===== config.mk =====
export PLATFORM = sky130hd
export DESIGN_NAME = mmio_uart_tx_flat
export DESIGN_NICKNAME = d
export VERILOG_FILES = /design/src/rtl/mmio_uart_tx_if.sv /design/src/rtl/mmio_uart_tx.sv /design/src/flat_wrapper.sv
export SDC_FILE = /design/constraint.sdc
export NUM_CORES = 1
export LEC_CHECK = 0
export CORE_ASPECT_RATIO = 0.9
export CORE_MARGIN = 5
export CORE_UTILIZATION = 49
export CTS_CLUSTER_SIZE = 25
export DETAILED_ROUTE_END_ITERATION = 8
export HOLD_SLACK_MARGIN = 0.03
export PLACE_DENSITY_LB_ADDON = 0.12
export SLEW_MARGIN = 20
export SYNTH_ARGS = -nofsm -noshare
export SYNTH_HDL_FRONTEND = slang
export SYNTH_SLANG_ARGS = --single-unit

===== constraint.sdc =====
create_clock -name clk -period 8.4 [get_ports clk]
set_input_delay 1.26 -clock clk [delete_from_list [all_inputs] [get_ports clk]]
set_output_delay 1.26 -clock clk [all_outputs]
set_load 0.02 [all_outputs]

===== src/rtl/mmio_uart_tx_if.sv =====
// MEM-stage data bus as seen by a memory-mapped responder.
// The master side is the CPU. The slave side decodes its own window and answers loads.
interface mmio_uart_tx_if;
    logic [31:0] Address;
    logic [31:0] WriteData;
    logic        MemWrite;
    logic        MemRead;
    logic        Hit;
    logic [31:0] ReadData;

    modport master (
        output Address, WriteData, MemWrite, MemRead,
        input  Hit, ReadData
    );

    modport slave (
        input  Address, WriteData, MemWrite, MemRead,
        output Hit, ReadData
    );
endinterface


===== src/rtl/mmio_uart_tx.sv =====
// Memory-mapped 8N1 UART transmitter.
// Stores to TXDATA queue bytes in a small FIFO, and a serializer drains the FIFO onto Tx.
// Loads from STATUS report the FIFO state, the serializer state and a sticky overflow flag.
module mmio_uart_tx #(
    parameter logic [31:0] BASE_ADDR    = 32'h1001_1000,
    parameter int          FIFO_DEPTH   = 4,
    parameter int          CLKS_PER_BIT = 16
) (
    input  logic               clk,
    input  logic               reset,
    mmio_uart_tx_if.slave      bus,
    output logic               Tx,
    output logic               IrqEmpty
);
    localparam int PW = $clog2(FIFO_DEPTH);
    localparam int CW = PW + 1;
    localparam int BW = $clog2(CLKS_PER_BIT);

    localparam logic [1:0] S_IDLE  = 2'd0;
    localparam logic [1:0] S_START = 2'd1;
    localparam logic [1:0] S_DATA  = 2'd2;
    localparam logic [1:0] S_STOP  = 2'd3;

    logic [7:0]    r_mem [FIFO_DEPTH];
    logic [PW-1:0] r_wptr, r_rptr;
    logic [CW-1:0] r_count;
    logic          r_ovf;
    logic [1:0]    r_state;
    logic [BW-1:0] r_baud;
    logic [2:0]    r_bitcnt;
    logic [7:0]    r_shreg;
    logic          r_tx;
    logic          r_irq;

    logic          w_hit, w_push_req, w_clr_ovf, w_push, w_pop, w_tick;
    logic          w_full, w_empty, w_busy;
    logic [1:0]    w_state_nxt;
    logic [CW-1:0] w_count_nxt;
    logic [31:0]   w_status;
    logic          w_unused;

    // Address decode: an 8-byte window, where bit 2 selects the register and bits 1:0 are don't-care.
    assign w_hit      = (bus.Address[31:3] == BASE_ADDR[31:3]);
    assign w_push_req = w_hit && bus.MemWrite && !bus.Address[2];
    assign w_clr_ovf  = w_hit && bus.MemWrite &&  bus.Address[2];

    assign w_full  = (r_count == CW'(FIFO_DEPTH));
    assign w_empty = (r_count == '0);
    assign w_busy  = (r_state != S_IDLE);
    assign w_tick  = (r_baud == BW'(CLKS_PER_BIT - 1));

    // A full FIFO still accepts a byte when the serializer pops on the same edge.
    assign w_push = w_push_req && (!w_full || w_pop);

    assign w_status = {16'b0, 8'(r_count), 4'b0, r_ovf, w_full, w_empty, w_busy};

    assign bus.Hit      = w_hit;
    assign bus.ReadData = (w_hit && bus.MemRead && bus.Address[2]) ? w_status : 32'b0;
    assign Tx           = r_tx;
    assign IrqEmpty     = r_irq;

    assign w_unused = &{1'b0, bus.Address[1:0], bus.WriteData[31:8]};

    // Serializer next state and pop decision.
    // STOP chains straight into START when more data is waiting.
    always_comb begin
        w_state_nxt = r_state;
        w_pop       = 1'b0;
        case (r_state)
            S_IDLE: begin
                if (!w_empty) begin
                    w_pop       = 1'b1;
                    w_state_nxt = S_START;
                end
            end
            S_START: begin
                if (w_tick) w_state_nxt = S_DATA;
            end
            S_DATA: begin
                if (w_tick && (r_bitcnt == 3'd7)) w_state_nxt = S_STOP;
            end
            S_STOP: begin
                if (w_tick) begin
                    if (!w_empty) begin
                        w_pop       = 1'b1;
                        w_state_nxt = S_START;
                    end else begin
                        w_state_nxt = S_IDLE;
                    end
                end
            end
            default: w_state_nxt = S_IDLE;
        endcase
    end

    // Occupancy after this edge. A simultaneous push and pop cancel out.
    always_comb begin
        w_count_nxt = r_count;
        case ({w_push, w_pop})
            2'b10:   w_count_nxt = r_count + CW'(1);
            2'b01:   w_count_nxt = r_count - CW'(1);
            default: w_count_nxt = r_count;
        endcase
    end

    // FIFO storage, left unreset because reset discards contents through the pointers.
    always_ff @(posedge clk) begin
        if (w_push) r_mem[r_wptr] <= bus.WriteData[7:0];
    end

    // FIFO pointers, occupancy and sticky overflow. Pointers wrap naturally at a power-of-two depth.
    always_ff @(posedge clk or posedge reset) begin
        if (reset) begin
            r_wptr  <= '0;
            r_rptr  <= '0;
            r_count <= '0;
            r_ovf   <= 1'b0;
        end else begin
            if (w_push) r_wptr <= r_wptr + PW'(1);
            if (w_pop)  r_rptr <= r_rptr + PW'(1);
            r_count <= w_count_nxt;
            if (w_push_req && !w_push) r_ovf <= 1'b1;
            else if (w_clr_ovf)        r_ovf <= 1'b0;
        end
    end

    // Serializer state, baud divider, bit index and shift register.
    always_ff @(posedge clk or posedge reset) begin
        if (reset) begin
            r_state  <= S_IDLE;
            r_baud   <= '0;
            r_bitcnt <= 3'd0;
            r_shreg  <= 8'd0;
        end else begin
            r_state <= w_state_nxt;
            if (r_state == S_IDLE) r_baud <= '0;
            else                   r_baud <= w_tick ? '0 : r_baud + BW'(1);
            if (w_tick && (r_state == S_START))     r_bitcnt <= 3'd0;
            else if (w_tick && (r_state == S_DATA)) r_bitcnt <= r_bitcnt + 3'd1;
            if (w_pop) r_shreg <= r_mem[r_rptr];
        end
    end

    // Registered line driver: Tx follows the current state one cycle later, LSB first in DATA.
    always_ff @(posedge clk or posedge reset) begin
        if (reset) begin
            r_tx <= 1'b1;
        end else begin
            case (r_state)
                S_START: r_tx <= 1'b0;
                S_DATA:  r_tx <= r_shreg[r_bitcnt];
                default: r_tx <= 1'b1;
            endcase
        end
    end

    // Empty interrupt, taken from the state that will hold after this edge.
    always_ff @(posedge clk or posedge reset) begin
        if (reset) r_irq <= 1'b1;
        else       r_irq <= (w_count_nxt == '0) && (w_state_nxt == S_IDLE);
    end
endmodule


===== src/flat_wrapper.sv =====
// flat-port wrapper written by rule: the top's interface ports become plain ports
module mmio_uart_tx_flat 
#(
    parameter logic [31:0] BASE_ADDR    = 32'h1001_1000,
    parameter int          FIFO_DEPTH   = 4,
    parameter int          CLKS_PER_BIT = 16
)
  (clk, reset, Tx, IrqEmpty, bus_Address, bus_WriteData, bus_MemWrite, bus_MemRead, bus_Hit, bus_ReadData);
  mmio_uart_tx_if bus_i ();
  input  logic clk;
  input  logic reset;
  output logic Tx;
  output logic IrqEmpty;
  input wire logic [$bits(bus_i.Address)-1:0] bus_Address;
  input wire logic [$bits(bus_i.WriteData)-1:0] bus_WriteData;
  input wire logic [$bits(bus_i.MemWrite)-1:0] bus_MemWrite;
  input wire logic [$bits(bus_i.MemRead)-1:0] bus_MemRead;
  output wire logic [$bits(bus_i.Hit)-1:0] bus_Hit;
  output wire logic [$bits(bus_i.ReadData)-1:0] bus_ReadData;
  assign bus_i.Address = bus_Address;
  assign bus_i.WriteData = bus_WriteData;
  assign bus_i.MemWrite = bus_MemWrite;
  assign bus_i.MemRead = bus_MemRead;
  assign bus_Hit = bus_i.Hit;
  assign bus_ReadData = bus_i.ReadData;
  mmio_uart_tx #(.BASE_ADDR(BASE_ADDR), .FIFO_DEPTH(FIFO_DEPTH), .CLKS_PER_BIT(CLKS_PER_BIT)) u_core (.clk(clk), .reset(reset), .bus(bus_i), .Tx(Tx), .IrqEmpty(IrqEmpty));
endmodule

==> impl_metrics.csv <==
group,metric,value,unit
setup_path,path_class,"input port to primary output",
timing,fin_tns_setup,0,ns
clocking,cts_sinks,59,
die,die_w,93.4,um
setup_path,cpPeakStageDelay,0.61,ns
clocking,postCtsHoldBufs,0,
setup_path,end_kind,"primary output",
grt,grtUsageTotal,14.5,%
logic_synthesis,synth_enable_flop_cells,32,
grt,grt_pass1_wl,8.83,mm
layout,n_antenna_cell,0,
grt,grt-ovfl-total,0,
grt,grt_max_degree,28,
clocking,cts_resized,0,
timing,fin_skew,0.00947,ns
logic_synthesis,yosysSeqAreaShare,53.4,%
setup_path,worstPathCellList,"clkdlybuf4s50_1 -> nor4b_2 -> nand4_1 -> nor3_1 -> and2_1 -> clkdlybuf4s50_1",
place,dp_hpwl,4.07,mm
logic_synthesis,synth_cells,217,
timing,relSlewSlack,35.0,%
detailed_routing,vias,1812,
die,rows,27,
die,io_pins,103,
flow_run,cap_violations,0,
layout,final_common_cell,"clkdlybuf4s50_1",
setup_path,crit_slowest_cell,"clkdlybuf4s50_1",
hold_path,hold_class,"flip-flop to flip-flop",
clocking,cts_buffers,9,
pwr,combPwrFrac,7.7,%
clocking,post_cts_buffers,0,
detailed_routing,drt_iter0_markers,75,
setup_path,path_buf_inv,2,
timing,finalCritPeriodShare,55.7,%
clocking,htree_levels,3,
logic_synthesis,synthDistinctLibCells,50,
layout,final_util,62.5,%
setup_path,crit_top_cell,"clkdlybuf4s50_1",
die,initial_core_util,50.2,%
layout,mostFrequentLayoutCells,"51 x clkdlybuf4s50_1, 32 x edfxtp_1, 25 x conb_1, 25 x dfrtp_1, 14 x inv_1",
clocking,cts_max_path_buffers,2,
timing,max_freq,0.214,GHz
setup_path,cp_max_fo,8,
timing,finalSetupViolCount,0,
timing,worstMarginPinSlew,0.969,ns
timing,hold_violations,0,
detailed_routing,drt-total-wl,5.25,mm
detailed_routing,drc,0,
clocking,worst_setup_hold_path_clk_slew,0.06,ns
detailed_routing,avgViaCountPerCell,4.90,
die,die-area,7950,um2
pwr,seq_power_share,48.7,%
pwr,leakage,1.47,nW
detailed_routing,first_pass_iters,4,
logic_synthesis,ys_seq_elements,59,
pwr,switching_power,0.145,mW
run_status,status,"completed",
place,gp_congestion,0.723,
timing,slew_violations,0,
layout,fin_nets,360,
die,die_h,85.1,um
pwr,intPower,0.506,mW
pwr,vdd_drop_max,126,uV
die,design.core.area,6110,um2
layout,area.growth.synth_to_final,24.6,%
layout,drive_gt1_share,20.1,%
clocking,clk-insertion-delay-late,0.34,ns
pwr,p_per_area,170,nW/um2
logic_synthesis,netlist_area,3070,um2
detailed_routing,ant_nets,0,
setup_path,cp_data_arrival_time,3.42,ns
detailed_routing,avgRoutedWirePerCell,14.2,um
logic_synthesis,ys_warn_count,0,
logic_synthesis,synth-main-ff-cell,"edfxtp_1",
timing,fin_crit,4.68,ns
timing,rsz0062_at_grt,"false",
setup_path,path_delay_family,"simple AND/OR/NAND/NOR gates",
pwr,clock_power_share,43.5,%
logic_synthesis,ys_async_sr_fraction,45.8,%
grt,antenna_found_initial,0,
place,io_buffers,51,
setup_path,cp.required,7.14,ns
clocking,cts_tree,"built",
logic_synthesis,syn_area_per_cell,14.1,um2
grt,grt_pass1_vias,1849,
pwr,power_switching_share,22.2,%
setup_path,cp-start-kind,"input port",
clocking,ctsRootBufferMaster,"clkbuf_8",
-- per-stage QoR --
stage                     worst slack [ns]  std cells  hold WS (ns)  total power [mW]  area, um2
after detailed placement              3.71        354         0.498             0.373       3600
after floorplan                       4.60        241         0.459             0.354       3160
after global placement                3.73        354         0.489             0.372       3600
after CTS                             3.71        370         0.511             0.657       3820
after global routing                  3.52        370         0.524             0.679       3820
final                                 3.72        370         0.507             0.651       3820
-- path summary, 6_finish.rpt --
check | start | endpoint | slack [ns] | cells past startpoint
max in group asynchronous | reset | u_core.r_shreg[5] | 6.61 | 2
max | bus_Address[9] | bus_ReadData[10] | 3.72 | 6
min reg2reg | u_core.r_shreg[4] | u_core.r_shreg[4] | 0.51 | 1
max reg2reg | u_core.r_state[0] | u_core.IrqEmpty | 5.41 | 13
min | u_core.r_shreg[4] | u_core.r_shreg[4] | 0.51 | 1
min in group asynchronous | reset | u_core.r_bitcnt[2] | 1.34 | 2
-- area by class of cell --
class	instances	area, um2
Tap cell	87	109
Sequential cell	59	1640
Fill cell	475	2290
Timing Repair Buffer	56	548
Clock buffer	9	124
Clock inverter	7	100
Multi-Input combinational cell	137	1250
Inverter	15	56.3
-- Yosys cell counts (all sizes together) (2+ instances only) --
cell | number | area (um2)
mux4 | 10 | 225
nand2 | 3 | 11.3
and4 | 2 | 17.5
ha | 13 | 163
edfxtp | 32 | 961
mux2i | 3 | 30.0
and2 | 2 | 12.5
or3 | 2 | 17.5
dfrtp | 25 | 626
nor2b | 2 | 12.5
mux2 | 10 | 113
nor4 | 8 | 86.3
a21oi | 2 | 10.0
or2 | 2 | 12.5
nor3 | 9 | 45.0
nand4 | 2 | 27.5
xnor2 | 4 | 35.0
dfstp | 2 | 52.6
nor2 | 6 | 22.5
nor4b | 4 | 77.6
xor2 | 3 | 26.3
clkbuf | 2 | 7.51
inv | 15 | 56.3
a31oi | 4 | 25.0
buf | 28 | 209
nor3b | 2 | 15.0
o21ai | 5 | 25.0
-- power groups by stage --
stage	combinational (mW)	clock [mW]	sequential [mW]
after floorplan	0.0298	0	0.324
after global placement	0.0498	0	0.323
after detailed placement	0.0505	0	0.323
after CTS	0.0506	0.290	0.317
after global routing	0.0543	0.307	0.318
final	0.0503	0.283	0.317
-- routing by layer --
metal	GRT usage (%)	vias up	wire, um
met5	0	-	0
met4	3.99	0	46
met3	6.12	8	277
met2	22.6	37	2530
met1	18.5	882	2400
li1	-	885	-
-- cells by family (layout without fill, tap and decap cells) --
kind of cell	after synthesis	in the layout	share of synthesized area, %
DFF	59	59	53.4
buffers and inverters	45	87	8.89
other	1	25	0.122
xor gates and xnor gates	7	7	2.00
adders and majority gates	14	14	5.95
and+or+nand+nor	48	48	12.8
AOI/OAI and AO/OA	20	20	4.77
muxes	23	23	12.0
-- sequential cells by signal, indices dropped and copies added (netlist names) --
name,count
u_core.r_mem,32
u_core.r_shreg,8
u_core.r_baud,4
u_core.r_bitcnt,3
u_core.r_count,3
u_core.r_rptr,2
u_core.r_state,2
u_core.r_wptr,2
u_core.IrqEmpty,1
u_core.Tx,1
u_core.r_ovf,1
No activity file was read; power rests on OpenSTA's default activity.
==> variant 1, RTL diff (same settings) <==
The output `IrqEmpty` loses its register stage (`r_irq` becomes a continuous assignment).
--- a/src/rtl/mmio_uart_tx.sv
+++ b/src/rtl/mmio_uart_tx.sv
@@ -156,8 +156,5 @@
 
     // Empty interrupt, taken from the state that will hold after this edge.
-    always_ff @(posedge clk or posedge reset) begin
-        if (reset) r_irq <= 1'b1;
-        else       r_irq <= (w_count_nxt == '0) && (w_state_nxt == S_IDLE);
-    end
+    assign r_irq = (w_count_nxt == '0) && (w_state_nxt == S_IDLE);
 endmodule
 
Formal check against the unedited RTL: not equivalent (Yosys sat finds a counterexample within 4 cycles, from zero or initial values and one cycle with reset high).
==> variant 1 against the unedited design <==
Die area is 1.6% lower. Wire length rose by 3.8%. Critical path type unchanged. Area after synthesis down 1.8%. Design area down 2.6%. Register-to-register slack gained 0.22 ns. Power down 7.5%. Sequential cell count fell by 1. Worst setup slack got worse by 1.4 ns.
==> variant 1: results (changes against the unedited design) <==
* Clock network power consumption at 0.245 mW (-13%)
* Pin count of the biggest net entering global routing at 27 (-3.6%)
* Setup Slack @ Placement at 2.309 ns (-1.401 ns)
* End point of the most critical hold path: u_core.r_baud[0]$_DFF_PP0_
* Critical path fanouts, max at 6 (-2)
* Share of synthesized flip-flops with an asynchronous set or reset at 44.83% (-0.94 points)
* Final worst path period share at 72.28% (+17 points)
* Starting DRT DRC Count at 51 (-32%)
* Fraction of layout instances using a drive strength above 1 at 18.02% (-2.1 points)
* Hold path start: u_core.r_baud[0]$_DFF_PP0_
* Final cell count without fillers at 355 (-4.1%)
* List of most frequent post-synthesis cells: 32 x sky130_fd_sc_hd__edfxtp_1, 25 x sky130_fd_sc_hd__buf_4, 25 x sky130_fd_sc_hd__dfrtp_1, 14 x sky130_fd_sc_hd__inv_1, 13 x sky130_fd_sc_hd__ha_1
* Max stage delay on crit path at 0.67 ns (+0.06 ns)
* Vias after detailed routing at 1806 (-0.33%)
* Instance count after placement with tap cells included at 339 (-4.2%)
* Total power per unit cell area at 161.6 nW/um2 (-5.1%)
* Global-route usage over all layers at 15.42% (+0.95 points)
* Status: completed
* Fraction of the mapped netlist area in compound gates at 4.651% (-0.12 points)
* Clock skew after layout at 0.008134 ns (-0.001338 ns)
* Fillers at 487 (+2.5%)
* Internal power contribution at 0.4646 mW (-8.2%)
* Termination of the worst setup path: IrqEmpty
* Dpl cell area at 3531 um2 (-1.9%)
* Share of cell area taken by muxes after synthesis at 11.84% (-0.15 points)
* Synthesized-area fraction occupied by xor and xnor cells at 2.035% (+0.037 points)
* Path depth of the worst reg2reg path at 10 (-3)
* Data arrival time of the worst path at 4.81 ns (+1.39 ns)
* Adder-cell area share of the yosys netlist at 6.063% (+0.11 points)
==> variant 1: area by class of cell <==
class,count,area (um2),area share (%)
Clock buffer,9,123.9,3.326
Clock inverter,7,70.07,1.881
Inverter,14,52.55,1.411
Multi-Input combinational cell,139,1227,32.95
Sequential cell,58,1613,43.30
Tap cell,72,90.09,2.419
Timing Repair Buffer,56,548.0,14.71
==> variant 1: per-layer routing <==
layer / wire length (um) / GRT usage, % / up-vias
li1: - / - / 889
met1: 2380 / 19.56 / 866
met2: 2711 / 24.57 / 41
met3: 275 / 5.914 / 10
met4: 85 / 4.794 / 0
met5: 0 / 0 / -
==> variant 1: logic make-up (layout without fill, tap and decap cells) <==
kind of cell | after synthesis | after routing
AND/OR/NAND/NOR | 51 | 51
flip-flops | 58 | 58
adder cells (fa/ha/maj) | 14 | 14
multiplexers | 22 | 22
other | 1 | 25
XOR/XNOR | 7 | 7
AO/OA/AOI/OAI | 20 | 20
buffers and inverters | 44 | 86
==> variant 2, RTL diff (same flow settings) <==
Without the edit above. `FIFO_DEPTH` is set to 4 in 2 places; all go to 8.
--- a/src/rtl/mmio_uart_tx.sv
+++ b/src/rtl/mmio_uart_tx.sv
@@ -4,5 +4,5 @@
 module mmio_uart_tx #(
     parameter logic [31:0] BASE_ADDR    = 32'h1001_1000,
-    parameter int          FIFO_DEPTH   = 4,
+    parameter int          FIFO_DEPTH   = 8,
     parameter int          CLKS_PER_BIT = 16
 ) (
--- a/src/flat_wrapper.sv
+++ b/src/flat_wrapper.sv
@@ -3,5 +3,5 @@
 #(
     parameter logic [31:0] BASE_ADDR    = 32'h1001_1000,
-    parameter int          FIFO_DEPTH   = 4,
+    parameter int          FIFO_DEPTH   = 8,
     parameter int          CLKS_PER_BIT = 16
 )
Check against the original RTL: not equivalent (Yosys sat finds a counterexample within 10 cycles, from zero or initial values and one cycle with reset high).
==> variant 2 against the unedited design <==
Worst setup slack gained 0.0041 ns. Die area grew 38%. Area after synthesis grew 43%. Count of clock-buffer cells in the layout is the same. Clock skew grew 0.0021 ns. Sequential power grew 56%. Wire length grew 48%. Sequential cell count grew 35. Critical path depth grew 1. Power grew 26%. Design area grew 34%. Largest cell class unchanged. Highest routed layer unchanged.
==> variant 2: results (changes against the unedited design) <==
* Status: completed
* Largest cells by area after synthesis: sky130_fd_sc_hd__edfxtp_1 44%, sky130_fd_sc_hd__dfrtp_1 16%, sky130_fd_sc_hd__mux4_2 9.2%, sky130_fd_sc_hd__buf_4 4.6%, sky130_fd_sc_hd__ha_1 3.7%
* Weighted congestion at the end of routability-driven global placement at 0.7337 (+1.5%)
* Global Route met1 Usage at 20.63% (+2.1 points)
* Sequential fraction of the synthesis area at 61.03% (+7.6 points)
* Via density at 5.214 (+6.5%)
* Global-route usage over all layers at 15.43% (+0.95 points)
* Fraction of layout instances using a drive strength above 1 at 15.34% (-4.8 points)
* Critical path startpoint: bus_Address[25]
* Hold path start: u_core.r_baud[0]$_DFF_PP0_
* GRT met3 Usage at 4.997% (-1.1 points)
* First-pass GRT wire length at 12.65 mm (+43%)
* Clock latency on the worst-skew pair at 0.37 ns (+0.03 ns)
* Share of synthesized flip-flops with an asynchronous set or reset at 31.91% (-14 points)
* PnR worst setup slack at 3.723 ns (+0.004120 ns)
* Count of buffers from port buffering at 52 (+2.0%)
* Syn Inst Count at 292 (+35%)
* Instance count after placement with tap cells included at 455 (+29%)
* Clock Tree Root: sky130_fd_sc_hd__clkbuf_8
* Final nets at 428 (+19%)
* Largest registers: u_core.r_mem: 64 flops, u_core.r_shreg: 8 flops
* Pin count of the biggest net entering global routing at 22 (-21%)
* EDFF count, synth at 64 (+100%)
* Final cell count without fillers at 471 (+27%)
* DPL Wire Length at 5.474 mm (+35%)
* Fillers at 705 (+48%)
* Via count of the first global-routing pass at 2519 (+36%)
* Number of buffers created by CTS at 9 (unchanged)
* List of most frequent post-synthesis cells: 64 x sky130_fd_sc_hd__edfxtp_1, 28 x sky130_fd_sc_hd__dfrtp_1, 27 x sky130_fd_sc_hd__buf_4, 20 x sky130_fd_sc_hd__nor2_1, 18 x sky130_fd_sc_hd__mux4_2
* Static leakage at 1.887 nW (+29%)
* Reg-to-reg slack, setup at 5.09 ns (-0.32 ns)
* Final wirelength at 7.761 mm (+48%)
* Worst ir drop on vdd at 0.09822 mV (-22%)
* End point of the most critical hold path: u_core.r_baud[0]$_DFF_PP0_
* Termination of the worst setup path: bus_ReadData[2]
* Path depth of the worst reg2reg path at 14 (+1)
* Max_slew headroom at 37.94% (+3.0 points)
* Initial standard-cell utilization of the core at 50.68% (+0.51 points)
* # Post-CTS Setup Buffers at 0 (unchanged)
* Clock skew after layout at 0.01152 ns (+0.002053 ns)
* Hold slack at 0.5152 ns (+0.007777 ns)
* Dpl cell area at 4938 um2 (+37%)
* Global routing usage on met2 at 24.17% (+1.6 points)
* Starting DRT DRC Count at 111 (+48%)
## variant 2: cell count changes after synthesis, moves of 8 or more
cell	before	now
sky130_fd_sc_hd__mux4_2	10	18
sky130_fd_sc_hd__mux2_2	10	2
sky130_fd_sc_hd__mux2i_1	3	13
sky130_fd_sc_hd__a21oi_1	2	12
sky130_fd_sc_hd__nor2_1	6	20
sky130_fd_sc_hd__edfxtp_1	32	64
sky130_fd_sc_hd__inv_1	15	4
## variant 2: metal layers
metal	vias to the layer above	routed length [um]
li1	1165	-
met1	1209	3519
met2	72	3669
met3	10	473
met4	0	99
met5	-	0
## variant 2: cells by family (layout without fill, tap and decap cells)
| group | Yosys count | in the layout | synth area share [%] |
|---|---|---|---|
| fa+ha+maj | 13 | 13 | 3.711 |
| compound gates | 29 | 29 | 4.139 |
| mux | 34 | 34 | 13.07 |
| other cells | 1 | 24 | 0.08556 |
| flops | 94 | 94 | 61.03 |
| buf+inv | 40 | 77 | 5.880 |
| xor+xnor | 9 | 9 | 1.799 |
| simple gates | 72 | 72 | 10.28 |
## variant 2: area by class of cell
type | instances | area (um2) | area share, %
repair buffers | 57 | 558.0 | 10.88
clock buffers | 9 | 123.9 | 2.416
inverters | 4 | 15.01 | 0.2928
flip-flops and latches | 94 | 2675 | 52.17
multi-input cells | 181 | 1541 | 30.06
well taps | 119 | 148.9 | 2.904
clock inverters | 7 | 65.06 | 1.269
## variant 2: power breakdown
part	total [mW]	switching [mW]	internal [mW]
clock network	0.283	0.168	0.115
logic	0.0390	0.0205	0.0186
registers	0.495	0.0000883	0.495
total	0.817	0.189	0.628
